File: config.mk
export PLATFORM = sky130hd
export DESIGN_NAME = booth_multiplier
export DESIGN_NICKNAME = d
export VERILOG_FILES = /design/src/rtl/booth_multiplier.sv
export SDC_FILE = /design/constraint.sdc
export NUM_CORES = 1
export LEC_CHECK = 0
export ABC_CLOCK_PERIOD_IN_PS = 4300
export BUFFER_PORTS_ARGS = -buffer_cell sky130_fd_sc_hd__buf_2
export CAP_MARGIN = 20
export CELL_PAD_IN_SITES_DETAIL_PLACEMENT = 1
export CELL_PAD_IN_SITES_GLOBAL_PLACEMENT = 1
export CORE_MARGIN = 2
export CORE_UTILIZATION = 40
export DETAILED_ROUTE_END_ITERATION = 10
export GPL_ROUTABILITY_DRIVEN = 0
export PLACE_DENSITY = 0.81
export SETUP_SLACK_MARGIN = 0.2
export SLEW_MARGIN = 20
export SYNTH_ARGS = -nofsm -noshare
export SYNTH_HDL_FRONTEND = slang
export SYNTH_SLANG_ARGS = --single-unit
File: constraint.sdc
create_clock -name clk -period 4.3 [get_ports clk]
set_input_delay 0.86 -clock clk [delete_from_list [all_inputs] [get_ports clk]]
set_output_delay 0.86 -clock clk [all_outputs]
set_load 0.02 [all_outputs]
File: src/rtl/booth_multiplier.sv
// booth_multiplier -- sequential radix-2 Booth multiplier with variable operand lengths.
//
// One Booth step is performed per clock for L_Q cycles after a start request.
// The multiplicand and multiplier are each truncated to their significant length
// and sign-extended from bit L-1. A length of 0 or above OP_WIDTH selects OP_WIDTH.
//
// Ports:
//   clk                 rising-edge clock
//   rst                 synchronous active-high reset
//   inp                 start request, honoured only while idle
//   multiplicand        operand M (two's complement)
//   multiplicand_length significant bit count of M
//   multiplier          operand Q (two's complement)
//   multiplier_length   significant bit count of Q (also the step count)
//   product             signed result, 2*OP_WIDTH bits
//   add_count           number of Booth additions performed
//   sub_count           number of Booth subtractions performed
//   done                idle, ready to accept, and results valid
//
// Configuration macro: BOOTH_OPCOUNT_EN -- when defined, add_count/sub_count count
// Booth operations; when undefined they are tied to zero and the counters are absent.

module booth_multiplier #(
  parameter int OP_WIDTH = 16
) (
  input  logic                    clk,
  input  logic                    rst,
  input  logic                    inp,
  input  logic [OP_WIDTH-1:0]     multiplicand,
  input  logic [4:0]              multiplicand_length,
  input  logic [OP_WIDTH-1:0]     multiplier,
  input  logic [4:0]              multiplier_length,
  output logic [2*OP_WIDTH-1:0]   product,
  output logic [4:0]              add_count,
  output logic [4:0]              sub_count,
  output logic                    done
);

  localparam int PW = 2 * OP_WIDTH + 1;
  localparam int LW = $clog2(OP_WIDTH + 1);

  localparam logic [0:0] IDLE = 1'b0;
  localparam logic [0:0] RUN  = 1'b1;

  function automatic logic [LW-1:0] eff_len(input logic [4:0] len);
    if (len == 5'd0 || int'(len) > OP_WIDTH) return LW'(OP_WIDTH);
    else return LW'(len);
  endfunction

  logic [0:0]    state;
  logic [PW-1:0] p;        // accumulator/multiplier pair
  logic          q_prev;   // q_{i-1}
  logic [PW-1:0] msh;      // sign-extended M pre-aligned at bit L_Q
  logic [LW-1:0] lq_r;
  logic [LW-1:0] step;

  logic [LW-1:0] lm;
  logic [LW-1:0] lq;
  logic          msign;
  logic [PW-1:0] m_sext;
  logic [PW-1:0] m_shift;
  logic [PW-1:0] q_init;
  logic [1:0]    pair;
  logic [PW-1:0] sum;
  logic [PW-1:0] p_next;
  logic          last;

  // Operand normalisation for the accept cycle.
  always_comb begin
    lm     = eff_len(multiplicand_length);
    lq     = eff_len(multiplier_length);
    msign  = 1'b0;
    m_sext = '0;
    q_init = '0;
    for (int unsigned i = 0; i < OP_WIDTH; i++) begin
      if (i + 1 == 32'(lm)) msign = multiplicand[i];
    end
    for (int unsigned i = 0; i < OP_WIDTH; i++) begin
      m_sext[i] = (i < 32'(lm)) ? multiplicand[i] : msign;
      q_init[i] = (i < 32'(lq)) ? multiplier[i] : 1'b0;
    end
    for (int unsigned i = OP_WIDTH; i < PW; i++) begin
      m_sext[i] = msign;
    end
    // Adding M at bit L_Q lets the pair shift right exactly L_Q times and end
    // with the product aligned at bit 0, whatever the multiplier length.
    m_shift = m_sext << lq;
  end

  // One Booth step.
  always_comb begin
    pair = {p[0], q_prev};
    sum  = p;
    case (pair)
      2'b10:   sum = p - msh;
      2'b01:   sum = p + msh;
      default: sum = p;
    endcase
    p_next = PW'($signed(sum) >>> 1);
    last   = (step == lq_r - 1'b1);
  end

  always_ff @(posedge clk) begin
    if (rst) begin
      state   <= IDLE;
      p       <= '0;
      q_prev  <= 1'b0;
      msh     <= '0;
      lq_r    <= '0;
      step    <= '0;
      product <= '0;
    end else begin
      case (state)
        IDLE: begin
          if (inp) begin
            msh     <= m_shift;
            p       <= q_init;
            q_prev  <= 1'b0;
            lq_r    <= lq;
            step    <= '0;
            product <= '0;
            state   <= RUN;
          end
        end
        default: begin
          p      <= p_next;
          q_prev <= p[0];
          step   <= step + 1'b1;
          if (last) begin
            product <= p_next[2*OP_WIDTH-1:0];
            state   <= IDLE;
          end
        end
      endcase
    end
  end

`ifdef BOOTH_OPCOUNT_EN
  always_ff @(posedge clk) begin
    if (rst) begin
      add_count <= '0;
      sub_count <= '0;
    end else if (state == IDLE) begin
      if (inp) begin
        add_count <= '0;
        sub_count <= '0;
      end
    end else begin
      if (pair == 2'b10) sub_count <= sub_count + 5'd1;
      if (pair == 2'b01) add_count <= add_count + 5'd1;
    end
  end
`else
  assign add_count = '0;
  assign sub_count = '0;
`endif

  assign done = (state == IDLE);

endmodule

==> impl_metrics.sql <==
INSERT INTO impl_metrics (metric_group, metric, value, unit) VALUES
('routing', 'drtAntennaViolNets', '0', ''),
('setup_path', 'critical_path_class', 'reg -> reg', ''),
('routing', 'drc', '0', ''),
('routing', 'wl_per_cell', '21.10', 'um'),
('routing', 'top_layer', 'met4', ''),
('synth', 'ys.flop_type', 'sky130_fd_sc_hd__dfxtp_1', ''),
('floorplan', 'coreArea', '21690', 'um2'),
('floorplan', 'die-width', '152.3', 'um'),
('setup_path', 'setup.worst_path.start', 'msh[8]', ''),
('synth', 'post_synth_instance_area', '8792', 'um2'),
('finish', 'final_layout_size_suffix_gt1_share', '19.10', '%'),
('routing', 'detail_route.first_pass.iterations', '5', ''),
('sta', 'timing.final.ws_setup', '-0.1037', 'ns'),
('sta', 'max_slew_margin', '33.36', '%'),
('setup_path', 'path_max_fanout', '4', ''),
('sta', 'maxSlewViolCount', '0', ''),
('clock_network', 'cts_hold_repair.buffers', '0', ''),
('hold_path', 'holdCritPathClass', 'reg -> reg', ''),
('synth', 'synth.avg_cell_area', '7.207', 'um2'),
('clock_network', 'cts.sink_count', '109', ''),
('synth', 'ys_async_sr_fraction', '0', '%'),
('sta', 'finClkSkew', '0.01309', 'ns'),
('placed_design', 'io_buffer_count', '77', ''),
('routing', 'num_vias', '9865', ''),
('clock_network', 'tritoncts_clock_tree', 'done', ''),
('grt', 'grt_start_max_net_pins', '61', ''),
('status', 'failed_checks', 'setup timing', ''),
('routing', 'wirelength_met1', '13850', 'um'),
('sta', 'final.period_utilization', '102.4', '%'),
('setup_path', 'crit_chain', 'or4_4 > nor4_4 > nor3b_4 > nand2b_1 > nor2_2 > buf_6 > a21oi_1 > xor2_1 > ha_1 > and3_1 > and2_1 > a221o_1 > nor4_2 > a21oi_2 > nand3_1 > o21ai_2 > mux2i_1 > buf_4 > nor2_2 > a211o_1', ''),
('power', 'max-vdd-ir-drop', '0.0001755', 'V'),
('grt', 'grt_pass1_wl', '51120', 'um'),
('grt', 'grt_antenna_before_repair', '0', ''),
('setup_path', 'cp_slowest_cell', 'sky130_fd_sc_hd__or4_4', ''),
('sta', 'timing.final.setup_violations', '4', ''),
('clock_network', 'total_cts_buffers', '9', ''),
('synth', 'number_of_synthesized_flops_with_an_enable_pin', '0', ''),
('floorplan', 'pin_count', '88', ''),
('grt', 'number_of_global_route_vias_before_repair', '9835', ''),
('setup_path', 'cp_common_cell', 'sky130_fd_sc_hd__nor2_2', ''),
('floorplan', 'initial_utilization', '40.54', '%'),
('placed_design', 'instance_area_after_placement', '9637', 'um2'),
('floorplan', 'dieArea', '23180', 'um2'),
('finish', 'net_total_in_the_final_layout', '1382', ''),
('sta', 'rsz0062_at_grt', 'true', ''),
('power', 'total_power', '3.780', 'mW'),
('routing', 'met2_length', '16810', 'um'),
('finish', 'count_of_antenna_diodes_in_the_layout', '0', ''),
('grt', 'grtUsageTotal', '26.36', '%'),
('setup_path', 'r2r_slack', '-0.10', 'ns'),
('routing', 'routed_wl', '33430', 'um'),
('routing', 'met3WireLength', '1639', 'um'),
('setup_path', 'crit_path_start_kind', 'flop', ''),
('setup_path', 'timing.rr.start', 'msh[8]', ''),
('synth', 'synth-seq-area-share', '24.82', '%'),
('clock_network', 'max-clock-path-buffers', '2', ''),
('routing', 'detail_route.vias_per_cell', '6.228', ''),
('synth', 'number_of_distinct_library_cell_variants_in_the_gate_level_netlist_after_synthesis', '85', ''),
('clock_network', 'cts.htree.levels', '3', ''),
('finish', 'final_core_utilization', '47.50', '%'),
('setup_path', 'cp.required', '4.57', 'ns'),
('floorplan', 'chipHeight', '152.3', 'um'),
('synth', 'ys_seq_elements', '109', ''),
('status', 'outcome', 'finished with violations', ''),
('run', 'max_cap_viols', '0', ''),
('clock_network', 'buffer_cell_driving_the_clock_tree_root', 'sky130_fd_sc_hd__clkbuf_16', ''),
('setup_path', 'worst_r2r_endpoint', 'p[31]', ''),
('sta', 'report.final.hold_viol_count', '0', ''),
('sta', 'max_slew.worst_pin.slew', '0.9985', 'ns'),
('setup_path', 'cp_data_arrival_time', '4.67', 'ns'),
('finish', 'flow.area_growth_from_synthesis', '17.16', '%');
[what timing repair did]
action | 4_1_cts | 5_1_grt
buffers inserted | 4 | 9
resized for setup | 10 | 56
pin swaps | 2 | 44
endpoints found under the setup margin | 11 | 24
[cell type report]
type,count,area [um2]
Clock buffer,9,225.2
Clock inverter,7,58.81
Fill cell,2754,11390
Inverter,28,105.1
Multi-Input combinational cell,995,6387
Sequential cell,109,2186
Tap cell,280,350.3
Timing Repair Buffer,156,988.4
[per-layer routing]
metal | global-route usage, % | vias to the layer above
met5 | 0 | -
met4 | 8.856 | 0
met2 | 46.50 | 330
li1 | - | 4591
met3 | 3.441 | 84
met1 | 33.16 | 4860
[cells in the final DEF (no fill, tap or decap), types with 9 or more instances in the layout]
master                      instances
sky130_fd_sc_hd__a211oi_1          15
sky130_fd_sc_hd__a21o_1            22
sky130_fd_sc_hd__a21oi_1          106
sky130_fd_sc_hd__a21oi_2            9
sky130_fd_sc_hd__a221oi_1          10
sky130_fd_sc_hd__a311oi_1          18
sky130_fd_sc_hd__a31oi_1           28
sky130_fd_sc_hd__and2_1             9
sky130_fd_sc_hd__buf_2             76
sky130_fd_sc_hd__buf_4             78
sky130_fd_sc_hd__clkbuf_16          9
sky130_fd_sc_hd__conb_1            10
sky130_fd_sc_hd__dfxtp_1          106
sky130_fd_sc_hd__ha_1              34
sky130_fd_sc_hd__inv_1             27
sky130_fd_sc_hd__mux2i_1           13
sky130_fd_sc_hd__nand2_1          144
sky130_fd_sc_hd__nand2b_1          19
sky130_fd_sc_hd__nand3_1           41
sky130_fd_sc_hd__nor2_1           115
sky130_fd_sc_hd__nor2b_1           11
sky130_fd_sc_hd__nor3_1            26
sky130_fd_sc_hd__nor3b_1           10
sky130_fd_sc_hd__o211ai_1          18
sky130_fd_sc_hd__o21ai_0           80
sky130_fd_sc_hd__o21ai_1           14
sky130_fd_sc_hd__o22ai_1            9
sky130_fd_sc_hd__xnor2_1           25
sky130_fd_sc_hd__xor2_1            37
[flip-flops by register name (all words and copies together), names as in the netlist]
signal	count
step	5
msh	33
p	32
q_prev	1
lq_r	5
product	32
state	1
[power by group]
| group | switching, mW | internal (mW) | leakage (nW) | total, mW |
|---|---|---|---|---|
| clock | 0.433 | 0.402 | 0.138 | 0.835 |
| sequential | 0.0663 | 1.07 | 0.889 | 1.13 |
| combinational | 1.11 | 0.697 | 3.23 | 1.81 |
| total | 1.61 | 2.17 | 4.25 | 3.78 |
[stage by stage]
stage	setup TNS [ns]	instances	hold slack, ns	setup WS (ns)
after floorplan	0	1229	0.4473	0.2630
after global placement	0	1555	0.4310	0.09987
after global routing	-2.757	1584	0.4850	-0.4498
after detailed placement	-0.01675	1555	0.4511	-0.01675
final	-0.2954	1584	0.4578	-0.1037
after CTS	0	1575	0.4623	0.2186
[critical path: cells and delay by family, from the launching register on]
family          cells  cell delay (ns)
simple gates       10             2.11
compound gates      5             0.83
flops               1             0.32
fa+ha+maj           1             0.31
buf+inv             2             0.29
xor+xnor            1             0.25
mux                 1             0.17
[Yosys cell counts (9+ instances only)]
library cell               count  area, um2
sky130_fd_sc_hd__a21oi_1     116      580.6
sky130_fd_sc_hd__a221oi_1     10      87.58
sky130_fd_sc_hd__buf_4        14      105.1
sky130_fd_sc_hd__dfxtp_1     109       2182
sky130_fd_sc_hd__inv_1        27      101.4
sky130_fd_sc_hd__nand2_1     148      555.5
sky130_fd_sc_hd__o21ai_0      85      425.4
sky130_fd_sc_hd__nor3_1       28      140.1
sky130_fd_sc_hd__nor2_1      123      461.7
sky130_fd_sc_hd__o211ai_1     18      135.1
sky130_fd_sc_hd__xor2_1       38      332.8
sky130_fd_sc_hd__ha_1         37      462.9
sky130_fd_sc_hd__nand2b_1     19      118.9
sky130_fd_sc_hd__clkbuf_1     73      274.0
sky130_fd_sc_hd__a211oi_1     17      127.6
sky130_fd_sc_hd__and2_1        9      56.30
sky130_fd_sc_hd__nand3_1      42      210.2
sky130_fd_sc_hd__nor2b_1      13      81.33
sky130_fd_sc_hd__o22ai_1       9      56.30
sky130_fd_sc_hd__mux2i_1      13      130.1
sky130_fd_sc_hd__o21ai_1      11      55.05
sky130_fd_sc_hd__nor3b_1      10      75.07
sky130_fd_sc_hd__a311oi_1     18      157.7
sky130_fd_sc_hd__xnor2_1      27      236.5
sky130_fd_sc_hd__a21o_1       22      165.2
sky130_fd_sc_hd__a31oi_1      29      181.4
[logic make-up (layout without fill, tap and decap cells)]
| kind of cell | Yosys count | in the layout | synth area share [%] |
|---|---|---|---|
| other cells | 1 | 10 | 0.04265 |
| buf+inv | 125 | 200 | 6.133 |
| xor+xnor | 65 | 65 | 6.475 |
| mux | 16 | 16 | 1.992 |
| fa+ha+maj | 38 | 38 | 5.493 |
| simple gates | 439 | 439 | 23.38 |
| compound gates | 427 | 427 | 31.66 |
| flops | 109 | 109 | 24.82 |
[worst min path at each step]
stage / startpoint / to / cells after the start
finish: product[20] / product[20] / 2
global route: product[20] / product[20] / 2
CTS: product[11] / product[11] / 2
detailed placement: product[20] / product[20] / 2
global placement: product[24] / product[24] / 1
floorplan: msh[31] / msh[31] / 2
Note: power is estimated with default switching activity, not from simulation.
